**src/rtl/rgb_to_gray_axis.sv**
```systemverilog
// ============================================================================
// Module   : rgb_to_gray_axis
// Function : Pipelined AXI4-Stream RGB-to-luma converter, N pixels per beat.
//            Y = (77*R + 150*G + 29*B + 128) >> 8, three register stages,
//            tuser/tlast carried alongside each beat.
// Options  : RGB2GRAY_LINE_CHECK_EN - builds the line-length checker and its
//            three sticky error flags; when undefined the flags are tied to 0.
// Revision : 1.0 - initial release
// ============================================================================
`default_nettype none

module rgb_to_gray_axis #(
  parameter int WIDTH                 = 3840,
  parameter int MAX_SAMPLES_PER_CLOCK = 4,
  parameter int DATA_WIDTH            = 8
) (
  input  logic                                            aclk,
  input  logic                                            aresetn,
  // RGB input stream
  input  logic [3*DATA_WIDTH*MAX_SAMPLES_PER_CLOCK-1:0]   s_axis_tdata,
  input  logic                                            s_axis_tvalid,
  input  logic                                            s_axis_tuser,
  input  logic                                            s_axis_tlast,
  output logic                                            s_axis_tready,
  // Gray output stream
  output logic [DATA_WIDTH*MAX_SAMPLES_PER_CLOCK-1:0]     m_axis_tdata,
  output logic                                            m_axis_tvalid,
  output logic                                            m_axis_tuser,
  output logic                                            m_axis_tlast,
  input  logic                                            m_axis_tready,
  // Sticky line-structure errors
  output logic                                            err_early_eol,
  output logic                                            err_late_eol,
  output logic                                            err_sof_midline
);

  localparam int N      = MAX_SAMPLES_PER_CLOCK;
  localparam int PIX_W  = 3 * DATA_WIDTH;
  localparam int IN_W   = PIX_W * N;
  localparam int OUT_W  = DATA_WIDTH * N;
  // Coefficients are 8-bit fractions of 256, so a product needs DATA_WIDTH+8
  // bits and so does the rounded sum (it never exceeds 256*max+128).
  localparam int PROD_W = DATA_WIDTH + 8;
  localparam int ACC_W  = DATA_WIDTH + 8;

  localparam logic [PROD_W-1:0] COEF_R = PROD_W'(77);
  localparam logic [PROD_W-1:0] COEF_G = PROD_W'(150);
  localparam logic [PROD_W-1:0] COEF_B = PROD_W'(29);
  localparam logic [ACC_W-1:0]  ROUND  = ACC_W'(128);

  // A line must hold a whole number of beats.
  if ((WIDTH % MAX_SAMPLES_PER_CLOCK) != 0) begin : g_bad_width
    $error("rgb_to_gray_axis: WIDTH must be a multiple of MAX_SAMPLES_PER_CLOCK");
  end

  // --------------------------------------------------------------------------
  // Stage state
  // --------------------------------------------------------------------------
  logic                          v1, v2, v3;
  logic                          en1, en2, en3;

  logic [IN_W-1:0]               s1_data;
  logic                          s1_user, s1_last;

  logic [N-1:0][PROD_W-1:0]      s2_prod_r, s2_prod_g, s2_prod_b;
  logic                          s2_user, s2_last;

  logic [OUT_W-1:0]              s3_data;
  logic                          s3_user, s3_last;

  // Per-lane combinational products (into S2) and packed gray (into S3)
  logic [N-1:0][PROD_W-1:0]      prod_r_c, prod_g_c, prod_b_c;
  logic [N-1:0][DATA_WIDTH-1:0]  gray_c;

  // A stage may load when it is empty or when the stage after it is moving,
  // which lets bubbles collapse without ever dropping a held beat.
  assign en3 = !v3 | m_axis_tready;
  assign en2 = !v2 | en3;
  assign en1 = !v1 | en2;
  assign s_axis_tready = en1;

  // --------------------------------------------------------------------------
  // Per-lane arithmetic
  // --------------------------------------------------------------------------
  for (genvar i = 0; i < N; i++) begin : g_lane
    logic [DATA_WIDTH-1:0] red, green, blue;
    logic [ACC_W-1:0]      acc;

    // Pixel layout within a 3*DATA_WIDTH slot: R high, then B, then G low.
    assign red   = s1_data[i*PIX_W + 2*DATA_WIDTH +: DATA_WIDTH];
    assign blue  = s1_data[i*PIX_W +   DATA_WIDTH +: DATA_WIDTH];
    assign green = s1_data[i*PIX_W                +: DATA_WIDTH];

    assign prod_r_c[i] = COEF_R * PROD_W'(red);
    assign prod_g_c[i] = COEF_G * PROD_W'(green);
    assign prod_b_c[i] = COEF_B * PROD_W'(blue);

    // Coefficients sum to 256, so the rounded sum cannot overflow ACC_W and
    // the shifted result always fits in DATA_WIDTH bits.
    assign acc       = s2_prod_r[i] + s2_prod_g[i] + s2_prod_b[i] + ROUND;
    assign gray_c[i] = DATA_WIDTH'(acc >> 8);
  end

  // --------------------------------------------------------------------------
  // Pipeline registers
  // --------------------------------------------------------------------------

  // Stage 1: capture the incoming beat whenever this stage can advance
  always_ff @(posedge aclk) begin
    if (!aresetn) begin
      v1      <= 1'b0;
      s1_data <= '0;
      s1_user <= 1'b0;
      s1_last <= 1'b0;
    end else if (en1) begin
      v1      <= s_axis_tvalid;
      s1_data <= s_axis_tdata;
      s1_user <= s_axis_tuser;
      s1_last <= s_axis_tlast;
    end
  end

  // Stage 2: register the three weighted products for every lane
  always_ff @(posedge aclk) begin
    if (!aresetn) begin
      v2        <= 1'b0;
      s2_prod_r <= '0;
      s2_prod_g <= '0;
      s2_prod_b <= '0;
      s2_user   <= 1'b0;
      s2_last   <= 1'b0;
    end else if (en2) begin
      v2        <= v1;
      s2_prod_r <= prod_r_c;
      s2_prod_g <= prod_g_c;
      s2_prod_b <= prod_b_c;
      s2_user   <= s1_user;
      s2_last   <= s1_last;
    end
  end

  // Stage 3: register the rounded, shifted and packed gray samples
  always_ff @(posedge aclk) begin
    if (!aresetn) begin
      v3      <= 1'b0;
      s3_data <= '0;
      s3_user <= 1'b0;
      s3_last <= 1'b0;
    end else if (en3) begin
      v3      <= v2;
      s3_data <= gray_c;
      s3_user <= s2_user;
      s3_last <= s2_last;
    end
  end

  assign m_axis_tdata  = s3_data;
  assign m_axis_tvalid = v3;
  assign m_axis_tuser  = s3_user;
  assign m_axis_tlast  = s3_last;

  // --------------------------------------------------------------------------
  // Line-length checker
  // --------------------------------------------------------------------------
`ifdef RGB2GRAY_LINE_CHECK_EN
  localparam int BEATS = WIDTH / MAX_SAMPLES_PER_CLOCK;
  localparam int CNT_W = (BEATS > 1) ? $clog2(BEATS) : 1;
  localparam logic [CNT_W-1:0] LAST_BEAT = CNT_W'(BEATS - 1);

  logic [CNT_W-1:0] beat_cnt;
  logic             early_q, late_q, sof_q;
  logic             in_fire;

  assign in_fire = s_axis_tvalid & en1;

  // Track the beat position of accepted input beats and latch any
  // structural violation; the datapath is never affected.
  always_ff @(posedge aclk) begin
    if (!aresetn) begin
      beat_cnt <= '0;
      early_q  <= 1'b0;
      late_q   <= 1'b0;
      sof_q    <= 1'b0;
    end else if (in_fire) begin
      if (s_axis_tuser && (beat_cnt != '0)) begin
        sof_q <= 1'b1;
      end
      if (!s_axis_tlast && (beat_cnt == LAST_BEAT)) begin
        late_q <= 1'b1;
      end
      // beat_cnt never exceeds LAST_BEAT, so "not last" means "too early".
      if (s_axis_tlast && (beat_cnt != LAST_BEAT)) begin
        early_q <= 1'b1;
      end

      // tlast closes the line no matter what; a mid-line tuser restarts the
      // count as if this beat were the first of a new line.
      if (s_axis_tlast) begin
        beat_cnt <= '0;
      end else if (s_axis_tuser && (beat_cnt != '0)) begin
        beat_cnt <= CNT_W'(1);
      end else if (beat_cnt == LAST_BEAT) begin
        beat_cnt <= '0;
      end else begin
        beat_cnt <= beat_cnt + CNT_W'(1);
      end
    end
  end

  assign err_early_eol   = early_q;
  assign err_late_eol    = late_q;
  assign err_sof_midline = sof_q;
`else
  assign err_early_eol   = 1'b0;
  assign err_late_eol    = 1'b0;
  assign err_sof_midline = 1'b0;
`endif

endmodule

`default_nettype wire

```
**config.mk**
```make
export PLATFORM = sky130hd
export DESIGN_NAME = rgb_to_gray_axis
export DESIGN_NICKNAME = d
export VERILOG_FILES = /design/src/rtl/rgb_to_gray_axis.sv
export SDC_FILE = /design/constraint.sdc
export NUM_CORES = 1
export LEC_CHECK = 0
export ABC_AREA = 1
export ABC_CLOCK_PERIOD_IN_PS = 7420
export CORE_ASPECT_RATIO = 2
export CORE_MARGIN = 2
export CORE_UTILIZATION = 55
export CTS_CLUSTER_DIAMETER = 50
export DETAILED_ROUTE_END_ITERATION = 12
export MAX_ROUTING_LAYER = met4
export PLACE_DENSITY = 0.81
export SYNTH_ARGS = -nofsm -noshare
export SYNTH_HDL_FRONTEND = slang
export SYNTH_SLANG_ARGS = --single-unit
```
**constraint.sdc**
```tcl
create_clock -name aclk -period 7.42 [get_ports aclk]
set_input_delay 0.742 -clock aclk [delete_from_list [all_inputs] [get_ports aclk]]
set_output_delay 0.742 -clock aclk [all_outputs]
set_load 0.01 [all_outputs]
```
# Yosys cells after proc, flatten, opt, wreduce, memory -nomap -nowiden
# Cells that the tools add are included.
# totals
reg_bits	309
# op_classes
multipliers	12
addsub	12
n_reduce_logical	3
bitwise	3
# op_table
operator	n
7-bit by 8-bit multiplier with 15-bit output, first input constant	8
15-bit by 16-bit adder with 16-bit output	4
16-bit by 13-bit adder with 16-bit output	4
16-bit by 8-bit adder with 16-bit output, second input constant	4
5-bit by 8-bit multiplier with 13-bit output, first input constant	4
1-bit logical NOT	3
1-bit OR	3

# Depth between registers and ports, before layout
# logic_depth
word_depth	4
ltp_mapped	18

# Worst setup path before layout
# No wires, ideal clock.
# synth_path
kind	reg2reg
start	reg s1_data[45]
end	reg s2_prod_r[28] in the netlist's numbering
t_required_ns	7.311
slack_ns	4.284
stages_incl_launch_ff	15
setup_ns	0.109
arrival_time_ns	3.027
path_cell_list	dfxtp_1 -> ha_1 -> ha_1 -> inv_1 -> fa_1 -> fa_1 -> inv_1 -> ha_1 -> a21o_1 -> o21ai_0 -> nand3_1 -> nand2_1 -> nand3_1 -> nand2_1 -> inv_1
# synth_via
elab_chain_len	1
# synth_rtl
item	line	source
start, declared	62	logic [IN_W-1:0] s1_data;
start signal, assigned	117	s1_data <= s_axis_tdata;
7-bit by 8-bit multiplier with 15-bit output	94	assign prod_r_c[i] = COEF_R * PROD_W'(red);
end signal, assigned	134	s2_prod_r <= prod_r_c;
end, declared	65	logic [N-1:0][PROD_W-1:0] s2_prod_r, s2_prod_g, s2_prod_b;
# Every way passes these cells.
# A chain may end at the register's enable or synchronous reset.

# Worst setup path in the final report
# layout_path
start	in m_axis_tready
end	out s_axis_tready
# layout_via
elab_chain_len	3
# layout_rtl
item	line	source
start, declared	30	input logic m_axis_tready,
1-bit OR	77	assign en3 = !v3 | m_axis_tready;
1-bit OR	78	assign en2 = !v2 | en3;
1-bit OR	79	assign en1 = !v1 | en2;
end, declared	24	output logic s_axis_tready,
# Every way passes these cells.

==> results.toml <==
[setup_path]
critPathMaxFanout = 67
worst_path_largest_cell_delay_ns = 0.64
sequence_of_cells_on_the_critical_path = "clkdlybuf4s50_1 > nor2_4 > inv_2 > buf_4 > nor2_4 > nand2_4 > clkdlybuf4s50_1"
required_ns = 6.68
startpoint_type = "input pin"
crit_path_top_delay_cell = "sky130_fd_sc_hd__clkdlybuf4s50_1"
critical_path_class = "in2out"
regToRegStartpoint = "s1_data[45]"
critical_path_arrival_ns = 3.08
cp-startpoint = "m_axis_tready"
endpoint_kind = "output pin"

[synth]
synth_warnings = 0
synth.avg_cell_area_um2 = 7.60
asyncSetResetFlopFracSynth_pct = 0
ys_dominant_reg_cell = "sky130_fd_sc_hd__dfxtp_1"
yosysSeqAreaShare_pct = 21.1
post_synth_num_cell_types = 37
synth.ff_latch_count = 309
netlist_top_cells_area = "sky130_fd_sc_hd__ha_1, sky130_fd_sc_hd__dfxtp_1, sky130_fd_sc_hd__inv_1"
yosys.area.top_type = "sky130_fd_sc_hd__ha_1"
netlist_area_um2 = 29300
post-synth-top-count-cell = "sky130_fd_sc_hd__inv_1"
synth-edff-count = 0
post_synth_most_frequent_cells = "sky130_fd_sc_hd__inv_1, sky130_fd_sc_hd__nand2_1, sky130_fd_sc_hd__ha_1"
synth_top_area_share_pct = 21.4
syn-instance-count = 3849

[clock_network]
cts_made_buffers = 38
holdBufCountCts = 0
cts-resized-gates = 0
clk_root_buffer_cell = "sky130_fd_sc_hd__clkbuf_16"
cts_max_level = 2
post_cts_clock_slew_at_the_launch_and_capture_registers_of_the_worst_setup_and_hold_paths_ns = 0.06
ctsLongestPathBuffers = 3
cts.repair_timing.setup_buffer_count = 0
cts.sink_count = 309
worst_skew_pair.late_latency_ns = 0.56
tritoncts = "done"

[floorplanning]
pin_count = 141
starting_density_of_the_core_pct = 55.7
core_region_area_um2 = 52600
dieHeight_um = 330
dieWidth_um = 167
die_area_um2 = 55200
rows = 119

[routing]
post-route-drc-count = 0
count_of_vias_placed_by_the_detailed_router = 24500
detail-route-antenna-nets = 0
first_pass_iters = 5
routed_wire_length_mm = 70.4
detail_route.vias_per_cell = 5.30
drt_iter0_drc = 1142
routed_wire_length_per_instance_um = 15.2

[timing]
slew-limit-headroom_pct = 25.4
layout_min_cycle_time_ns = 3.82
timing_max_transition_violations_final = 0
grt_setup_unrepaired = "no"
timing.clock.skew_ns = 0.0190
fin_tns_setup_ns = 0
fin_crit_sh_pct = 51.5
setup_viol = 0
hold_viol_final = 0
actual_slew_at_the_worst_max_slew_pin_ns = 1.12
timing.fmax_mhz = 262

[global_routing]
grt_overflow_total = 0
via_count_of_the_first_global_routing_pass = 25100
groute.layer.met2.usage_pct = 52.0
gr-usage-all-layers_pct = 26.3
grt_max_degree = 121
wire_length_of_the_first_global_routing_pass_mm = 115
grt_util_met1_pct = 24.7
grt_busiest_layer = "met2"
antenna_found_initial = 1
met3_usage_pct = 2.24

[power_and_ir_drop]
peak_ir_drop_on_the_vdd_network_mv = 0.185
power_density_nw_per_um2 = 230
power.static_leakage_nw = 17.9
report.power.total_mw = 7.36

[cells_and_area]
synthToLayoutAreaGrowth_pct = 9.67
total_nets_final = 4679
drive_above_1_share_pct = 6.91
fill_cells = 4742
utilization_pct = 61.0

[hold_path]
min_path_type = "reg2reg"
min-delay-start = "s2_prod_b[3]"

[placed_design]
finalWeightedCongestion = 0.949
place_hpwl_mm = 54.4
io_buffers = 137

[job]
drv_cap = 0

[outcome]
status = "finished, final reports clean"
==> power breakdown <==
part | switching, mW | internal, mW
combinational | 2.12 | 1.30
sequential | 0.170 | 1.89
clock | 0.795 | 1.09
==> cells by family after synthesis <==
kind of cell	Yosys count	synth area share, %
AOI/OAI and AO/OA	635	12.4
xor gates and xnor gates	80	2.40
buffers and inverters	933	13.0
adders and majority gates	652	31.8
other	1	0.0128
DFF	309	21.1
and+or+nand+nor	1239	19.3
==> worst paths after layout <==
check | to | slack, ns | cells after the start
setup / recovery | s_axis_tready | 3.60 | 7
hold / removal | s2_prod_b[3] | 0.49 | 2
setup reg to reg | s2_prod_r[28] | 3.80 | 14
hold reg to reg | s2_prod_b[3] | 0.49 | 2
==> cells in the final DEF, fill, tap and decap left out, drive strengths merged, types with 2 or more instances in the layout <==
master | Yosys | final
inv | 819 | 824
nand2 | 620 | 620
ha | 500 | 500
a21oi | 348 | 348
dfxtp | 309 | 309
nand3 | 305 | 305
nor2 | 266 | 266
o21ai | 251 | 251
fa | 152 | 152
clkdlybuf4s50 | 0 | 136
xor2 | 60 | 60
clkbuf | 28 | 47
nand4 | 33 | 33
xnor2 | 20 | 20
o21bai | 12 | 12
buf | 86 | 12
nor3 | 11 | 11
a21o | 10 | 10
a211oi | 8 | 8
clkinv | 0 | 7
clkinvlp | 0 | 4
and2 | 3 | 3
conb | 1 | 3
a31oi | 2 | 2
o211ai | 2 | 2
bufinv | 0 | 2
==> worst max-delay path, delay by kind of cell <==
kind                   cells  cell delay (ns)
buffers and inverters      4             1.72
and+or+nand+nor            3             0.59
==> registers in the layout (all words and copies together) (netlist names), 32 cells and up <==
signal,cells
s2_prod_g,60
s2_prod_b,52
m_axis_tdata,32
s1_data,96
s2_prod_r,60
==> metal layers <==
layer / vias to the layer above / share of wire, %
met5: - / 0
met4: 0 / 5.5
met3: 230 / 2.7
met2: 432 / 55
met1: 11400 / 37
li1: 12400 / -
==> metrics by stage <==
step,cell area (um2),std cells,hold WS (ns),setup slack [ns]
floorplan,29300,3851,0.447,4.28
global placement,30800,4550,0.459,3.45
detailed placement,30800,4550,0.470,3.40
CTS,32100,4615,0.480,3.53
global route,32100,4616,0.508,3.44
finish,32100,4616,0.486,3.60
==> layout make-up <==
class                           count  area [um2]  share of cell area, %
Antenna cell                        1        2.50                0.00780
Clock buffer                       47        1050                   3.27
Clock inverter                     18         185                  0.577
Inverter                          819        3080                   9.61
Multi-Input combinational cell   2609       19300                   60.1
Sequential cell                   309        6190                   19.3
Tap cell                          665         832                   2.59
Timing Repair Buffer              148        1450                   4.52
(Power assumes the default switching activity.)
